--- config.mk ---
export PLATFORM = sky130hd
export DESIGN_NAME = node_work_queue
export DESIGN_NICKNAME = d
export VERILOG_FILES = /design/src/rtl/node_work_queue.sv
export SDC_FILE = /design/constraint.sdc
export NUM_CORES = 2
export LEC_CHECK = 0
export CORE_ASPECT_RATIO = 0.75
export CORE_MARGIN = 10
export CORE_UTILIZATION = 40
export CTS_CLUSTER_DIAMETER = 80
export DETAILED_ROUTE_END_ITERATION = 7
export PLACE_DENSITY = 0.53
export SYNTH_ARGS = -nofsm -noshare
export SYNTH_HDL_FRONTEND = slang
export SYNTH_SLANG_ARGS = --single-unit
--- constraint.sdc ---
create_clock -name clk -period 10.8 [get_ports clk]
set_input_delay 2.16 -clock clk [delete_from_list [all_inputs] [get_ports clk]]
set_output_delay 2.16 -clock clk [all_outputs]
set_load 0.01 [all_outputs]
--- src/rtl/node_work_queue.sv ---
// Coalescing work queue: circular FIFO of {node_idx, accum_val} entries.
// A push whose node is already queued adds into that entry instead of appending.
module node_work_queue #(
    parameter int PARAM_NODE_IDX_WIDTH  = 9,
    parameter int PARAM_ACCUM_VAL_WIDTH = 24,
    parameter int PARAM_FIFO_DEPTH      = 32
) (
    input  logic                                  clk,
    input  logic                                  rst_n,
    input  logic                                  clr,
    input  logic                                  push_valid,
    output logic                                  push_ready,
    input  logic [PARAM_NODE_IDX_WIDTH-1:0]       push_node_idx,
    input  logic [PARAM_ACCUM_VAL_WIDTH-1:0]      push_accum_val,
    output logic                                  pop_valid,
    input  logic                                  pop_ready,
    output logic [PARAM_NODE_IDX_WIDTH-1:0]       pop_node_idx,
    output logic [PARAM_ACCUM_VAL_WIDTH-1:0]      pop_accum_val,
    output logic [$clog2(PARAM_FIFO_DEPTH):0]     count,
    output logic                                  full,
    output logic                                  empty,
    output logic                                  sat_flag
);

    localparam int NW    = PARAM_NODE_IDX_WIDTH;
    localparam int AW    = PARAM_ACCUM_VAL_WIDTH;
    localparam int DEPTH = PARAM_FIFO_DEPTH;
    localparam int PW    = $clog2(DEPTH);
    localparam int CW    = PW + 1;

    logic [NW-1:0] node_q  [DEPTH];
    logic [AW-1:0] accum_q [DEPTH];

    logic [PW-1:0] rd_ptr;
    logic [PW-1:0] wr_ptr;
    logic [CW-1:0] count_q;
    logic          sat_q;

    logic          hit_any;
    logic          head_match;
    logic          hit_eff;
    logic [PW-1:0] hit_idx;
    logic [PW-1:0] off;
    logic          push_fire;
    logic          pop_fire;
    logic          miss_fire;
    logic          hit_fire;
    logic [AW:0]   sum;
    logic [AW-1:0] sat_sum;

    // Occupancy of a slot is its distance from the head compared to count,
    // so match logic never depends on stale storage.
    always_comb begin
        hit_any = 1'b0;
        hit_idx = '0;
        off     = '0;
        for (int i = 0; i < DEPTH; i++) begin
            off = PW'(i) - rd_ptr;
            if (({1'b0, off} < count_q) && (node_q[i] == push_node_idx)) begin
                hit_any = 1'b1;
                hit_idx = PW'(i);
            end
        end
    end

    assign head_match = hit_any && (hit_idx == rd_ptr);
    assign full       = (count_q == CW'(DEPTH));
    assign empty      = (count_q == '0);
    assign push_ready = !full || hit_any;
    assign pop_valid  = !empty;
    assign pop_node_idx  = node_q[rd_ptr];
    assign pop_accum_val = accum_q[rd_ptr];
    assign count      = count_q;
    assign sat_flag   = sat_q;

    assign push_fire = push_valid && push_ready;
    assign pop_fire  = pop_valid && pop_ready;
    // A head being popped cannot absorb the add; the push re-enqueues instead.
    assign hit_eff   = hit_any && !(pop_fire && head_match);
    assign miss_fire = push_fire && !hit_eff;
    assign hit_fire  = push_fire && hit_eff;

    assign sum     = {1'b0, accum_q[hit_idx]} + {1'b0, push_accum_val};
    assign sat_sum = sum[AW] ? {AW{1'b1}} : sum[AW-1:0];

    always_ff @(posedge clk or negedge rst_n) begin
        if (!rst_n) begin
            rd_ptr  <= '0;
            wr_ptr  <= '0;
            count_q <= '0;
            sat_q   <= 1'b0;
        end else if (clr) begin
            rd_ptr  <= '0;
            wr_ptr  <= '0;
            count_q <= '0;
            sat_q   <= 1'b0;
        end else begin
            if (miss_fire) wr_ptr <= wr_ptr + 1'b1;
            if (pop_fire)  rd_ptr <= rd_ptr + 1'b1;
            count_q <= count_q + CW'(miss_fire) - CW'(pop_fire);
            if (hit_fire && sum[AW]) sat_q <= 1'b1;
        end
    end

    always_ff @(posedge clk) begin
        if (!clr && miss_fire) begin
            node_q[wr_ptr]  <= push_node_idx;
            accum_q[wr_ptr] <= push_accum_val;
        end else if (!clr && hit_fire) begin
            accum_q[hit_idx] <= sat_sum;
        end
    end

endmodule

== Word-level counts from Yosys, hierarchy flattened ==
Memories as Yosys holds them, arrays and structs flattened.
Index checks and enable logic that the tools add are counted.

* Add/subtract/negate cells: 37
* Magnitude comparators: 32
* Eq/ne operators: 34
* Mux-type cells: 79
* Reduce and logical (&&, ||, !) cells: 53

{| class="wikitable"
|+ Operator list
! cell !! count
|-
| == test 9 bit || 32
|-
| less-than comparator 5 x 6 -> 1 bit || 32
|-
| 2-to-1 mux 5 bit || 35
|-
| subtractor 5 bit, first input constant || 16
|-
| 2-to-1 mux 24 bit || 2
|-
| logical AND 1 bit || 42
|-
| 2-to-1 mux 1 bit || 41
|-
| subtractor 4 x 5 -> 5 bit, first input constant || 8
|-
| adder 24 x 24 -> 25 bit || 1
|-
| OR reduction 24 bit || 1
|-
| subtractor 3 x 5 -> 5 bit, first input constant || 4
|-
| adder 5 x 1 -> 5 bit, second input constant || 2
|-
| subtractor 1 x 5 -> 5 bit, first input constant || 2
|-
| subtractor 2 x 5 -> 5 bit, first input constant || 2
|-
| adder 6 x 1 -> 6 bit || 1
|-
| == test 6 bit, second input constant || 1
|-
| zero test 6 bit || 1
|-
| 2-to-1 mux 6 bit || 1
|-
| nonzero test 2 bit || 3
|-
| subtractor 6 x 1 -> 6 bit || 1
|-
| == test 5 bit || 1
|-
| zero test 1 bit || 5
|-
| logical OR 1 bit || 1
|}

* Register bits: 17
* Memory bits (writable): 1056
* Output and inout bits: 44
* Memories kept: 2

{| class="wikitable"
|+ Memories
! name !! words !! bits a word !! rd ports !! clocked after Yosys merged registers in !! wr ports !! line !! source
|-
| accum_q || 32 || 24 || 2 || 0 || 1 || 32 || <nowiki>logic [AW-1:0] accum_q [DEPTH];</nowiki>
|-
| node_q || 32 || 9 || 33 || 0 || 1 || 31 || <nowiki>logic [NW-1:0] node_q [DEPTH];</nowiki>
|}

== Depth between registers and ports, before layout ==
* Depth after elaboration: 46
* Mapped depth: 39
* Depth with buffers taken out: 33

== Worst setup path after synthesis ==
No wires, ideal clock.

* Kind: input-to-reg
* Start point: input push_node_idx[0]
* End point: memory accum_q[0][10] (netlist name) (data pin)
* Arrival time: 8859 ps
* Data required time: 10402 ps
* Path slack: 1543 ps
* Stages on the path: 31
* Path through: buf_2 buf_6 buf_6 xnor2_1 nand4_1 a2111o_1 a21oi_1 o221ai_1 a211o_1 a211oi_2 nor2_1 clkbuf_1 buf_2 clkbuf_1 a211oi_1 nor2_1 nand4_1 ha_1 inv_1 fa_1 nor2b_1 o21a_1 o21ai_0 a2111oi_0 a21oi_1 o21ai_0 nand4_1 a31oi_1 a31oi_1 clkbuf_1 a31oi_1

* Cells in the longest elaborated chain, start to end: 45
* Elaborated cells on any way between the ends: 147

{| class="wikitable"
|+ Ends and longest elaborated chain
! item !! line !! source
|-
| from (decl) || 13 || <nowiki>input logic [PARAM_NODE_IDX_WIDTH-1:0] push_node_idx,</nowiki>
|-
| branches (longest 44 deep; another with == test 9 bit) || -- ||
|-
| 2-to-1 mux 24 bit (no source line) (*) || -- ||
|-
| to (decl) || 32 ||
|}

Every way passes the cells marked *.

== Worst setup path in the final report ==
* Start point: register rd_ptr[0]
* End point: memory accum_q[26][20] (netlist name) (data pin)

* Cells in the longest elaborated chain, start to end: 46
* Elaborated cells on any way between the ends: 179

{| class="wikitable"
|+ Ends and longest elaborated chain
! item !! line !! source
|-
| from (decl) || 34 || <nowiki>logic [PW-1:0] rd_ptr;</nowiki>
|-
| from (signal assigned) || 99 || <nowiki>if (pop_fire) rd_ptr <= rd_ptr + 1'b1;</nowiki>
|-
| branches (longest 45 deep; another with less-than comparator 5 x 6 -> 1 bit) || -- ||
|-
| 2-to-1 mux 24 bit (no source line) (*) || -- ||
|}

Marks and branches as above.

==> results.sh <==
export IMPL_clkTransAtPathRegs_ns=0.06
export IMPL_hold_ws_ns=0.512
export IMPL_drt_wl_total_mm=186
export IMPL_max_freq_mhz=102
export IMPL_most_common_layout_cells="edfxtp_1 (1056), mux4_2 (432), xnor2_1 (189)"
export IMPL_crit_fanout=71
export IMPL_portBuffers=81
export IMPL_p_int_mw=8.07
export IMPL_io_pins=82
export IMPL_mostFrequentLayoutCell="edfxtp_1"
export IMPL_leakage_nw=20.6
export IMPL_syn2layout_area_growth_pct=13.7
export IMPL_crit_slowest_cell="dfrtp_4"
export IMPL_cts_made_buffers=110
export IMPL_finalSetupViolCount=0
export IMPL_viasPerCell=6.26
export IMPL_cts_resized=0
export IMPL_top_layer="met5"
export IMPL_num_vias=34500
export IMPL_nFillCells=11600
export IMPL_synthArstFlopShare_pct=1.58
export IMPL_layout_drive_gt1_share_pct=25.2
export IMPL_postCtsSetupBuffers=0
export IMPL_wl_met1_mm=81.0
export IMPL_die_area_um2=154000
export IMPL_drt_initial_drc_count=4447
export IMPL_syn_avg_cell_area_um2=16.3
export IMPL_netlist_instances=3400
export IMPL_switchingPower_mw=3.42
export IMPL_htree_levels=3
export IMPL_timing_max_cap_violations=0
export IMPL_grt_first_pass_wirelength_mm=263
export IMPL_synthFlopType="edfxtp_1"
export IMPL_p_seq_share_pct=41.0
export IMPL_finalSetupTns_ns=0
export IMPL_synth_nets=3549
export IMPL_peakVddDrop_mv=0.152
export IMPL_yosysSeqAreaShare_pct=58.1
export IMPL_clk_latency_ns=0.76
export IMPL_rsz0062_at_grt="no"
export IMPL_slew_violations=0
export IMPL_core_rowCount=118
export IMPL_cts_tree="yes"
export IMPL_arrival_ns=10.38
export IMPL_cts_num_sinks=1073
export IMPL_ys_types=85
export IMPL_worst_pin_slew_ns=1.23
export IMPL_reg2reg_slack_ns=0.95
export IMPL_p_clk_share_pct=33.1
export IMPL_dieHeight_um=342
export IMPL_slew_headroom_pct=18.0
export IMPL_routedWlPerCell_um=33.7
export IMPL_fin_nets=3705
export IMPL_start_util_pct=40.1
export IMPL_pre_cts_ws_ns=0.260
export IMPL_first_pass_iters=5
export IMPL_ant_nets=0
export IMPL_ys_ff_latch=1073
export IMPL_gp_congestion=0.913
export IMPL_yosys_warnings=0
export IMPL_hold_buffers=0
export IMPL_clock_root_buffer="clkbuf_16"
export IMPL_setup_slack_ns=0.950
export IMPL_finalCritPeriodShare_pct=91.2
export IMPL_drc_errors=0
export IMPL_max_stage_delay_ns=0.91
export IMPL_grt_ovfl_total=0
export IMPL_antenna_found_initial=8
export IMPL_synth_largest_area_cell="edfxtp_1"
export IMPL_pwr_density_cell_nw_per_um2=183
export IMPL_worstSetupEndpointType="flop"
export IMPL_die_w_um=449
export IMPL_synth_edf_count=1056
export IMPL_finalClockSkew_ns=0.0397
export IMPL_grt_total_usage_pct=23.6
export IMPL_worstPathRequired_ns=11.33
export IMPL_hpwl_mm=120
export IMPL_crit_type="reg2reg"
export IMPL_grt_pass1_vias=33800
export IMPL_ys_top_cells_by_area="edfxtp_1 (57%), mux4_2 (18%), mux2i_1 (3.4%)"
export IMPL_core_area_um2=138000
export IMPL_combPwrFrac_pct=25.9
export IMPL_synthesis_area_um2=55300
export IMPL_wl_met2_mm=82.0
export IMPL_hold_path_class="reg2reg"
export IMPL_start_kind="flop"
export IMPL_hold_viol_final=0
export IMPL_sw_frac_of_total_pct=29.7
export IMPL_grt_start_max_net_pins=138
export IMPL_min_period_ns=9.85
export IMPL_wl_met3_mm=17.6
export IMPL_cts_buffer_depth=3
export IMPL_synth_top_area_share_pct=57.3
export IMPL_status="completed"
==> layout make-up <==
class / count / area, um2 / share of cell area [%]
antenna: 2 / 5.00 / 0.00796
sequential: 1073 / 32100 / 51.1
tap: 1860 / 2330 / 3.70
clock buffer: 135 / 2890 / 4.59
inverter: 71 / 275 / 0.438
clock inverter: 70 / 618 / 0.983
timing repair buffer: 264 / 2340 / 3.72
multi-input combinational: 2036 / 22300 / 35.4
==> synth_stat cells, types with 6 or more instances <==
master,count
nor3_1,21
nand3_1,20
a21o_1,15
buf_6,28
nand4_1,62
ha_1,109
a211oi_1,54
buf_2,50
nor2b_1,16
nand2b_1,9
and2_1,9
mux4_2,432
and3_1,41
nor2_1,157
nor3b_1,7
clkbuf_1,94
a21oi_1,77
xor2_1,150
or3_1,9
mux2i_1,186
edfxtp_1,1056
inv_1,66
o21ai_0,29
a31oi_1,32
buf_4,6
xnor2_1,189
a22oi_1,65
o21a_1,8
nor4_1,32
buf_1,42
dfrtp_1,17
nand2_1,151
a2111oi_0,8
mux2_2,46
==> per-layer routing <==
metal	up-vias	track usage [%]
met5	-	0
met4	2	6.15
met3	297	5.60
met2	1900	35.3
met1	18200	34.4
li1	14100	-
==> registers in the layout, summed over array words and instances (netlist names) <==
name,count
wr_ptr,5
rd_ptr,5
accum_q,768
sat_flag,1
count,6
node_q,288
==> logic make-up (layout without fill, tap and decap cells) <==
group	Yosys count	after routing	synth area share [%]
buffers and inverters	291	540	2.51
muxes	665	665	21.9
AOI/OAI and AO/OA	366	366	4.66
and+or+nand+nor	555	555	4.88
xor gates and xnor gates	339	339	5.37
DFF	1073	1073	58.1
adders and majority gates	111	111	2.54
other	0	2	0
==> power groups by stage <==
stage | registers [mW] | logic [mW] | clock network (mW)
after floorplan | 4.75 | 1.97 | 0
after global placement | 4.79 | 2.95 | 0
after detailed placement | 4.80 | 2.96 | 0
after CTS | 4.71 | 2.97 | 3.86
after global routing | 4.71 | 3.17 | 4.03
final | 4.71 | 2.98 | 3.81
==> worst max-delay path, delay by kind of cell, from the launching register on <==
family | cells | cell delay, ns
adders and majority gates | 3 | 1.19
muxes | 2 | 0.42
buffers and inverters | 7 | 1.90
DFF | 1 | 0.91
and+or+nand+nor | 8 | 2.21
AOI/OAI and AO/OA | 11 | 2.92
==> path summary, 6_finish.rpt <==
kind,start,end,cells past startpoint
worst max-delay path,rd_ptr[0],accum_q[26][20],31
worst min-delay path,sat_flag,sat_flag,1
worst max register to register,rd_ptr[0],accum_q[26][20],31
worst min register to register,sat_flag,sat_flag,1
max in group asynchronous,rst_n,rd_ptr[2],1
min in group asynchronous,rst_n,wr_ptr[1],1
==> metrics by stage <==
stage	instances	utilization (%)	power, mW	instance area [um2]
2_1_floorplan	3400	-	6.71	55300
6_report	5511	45.7	11.5	62900
3_3_place_gp	5304	43.1	7.74	59400
4_1_cts	5509	45.6	11.5	62900
5_1_grt	5511	45.7	11.9	62900
3_5_place_dp	5304	43.1	7.75	59400
Power figures use the tool's default switching activity.
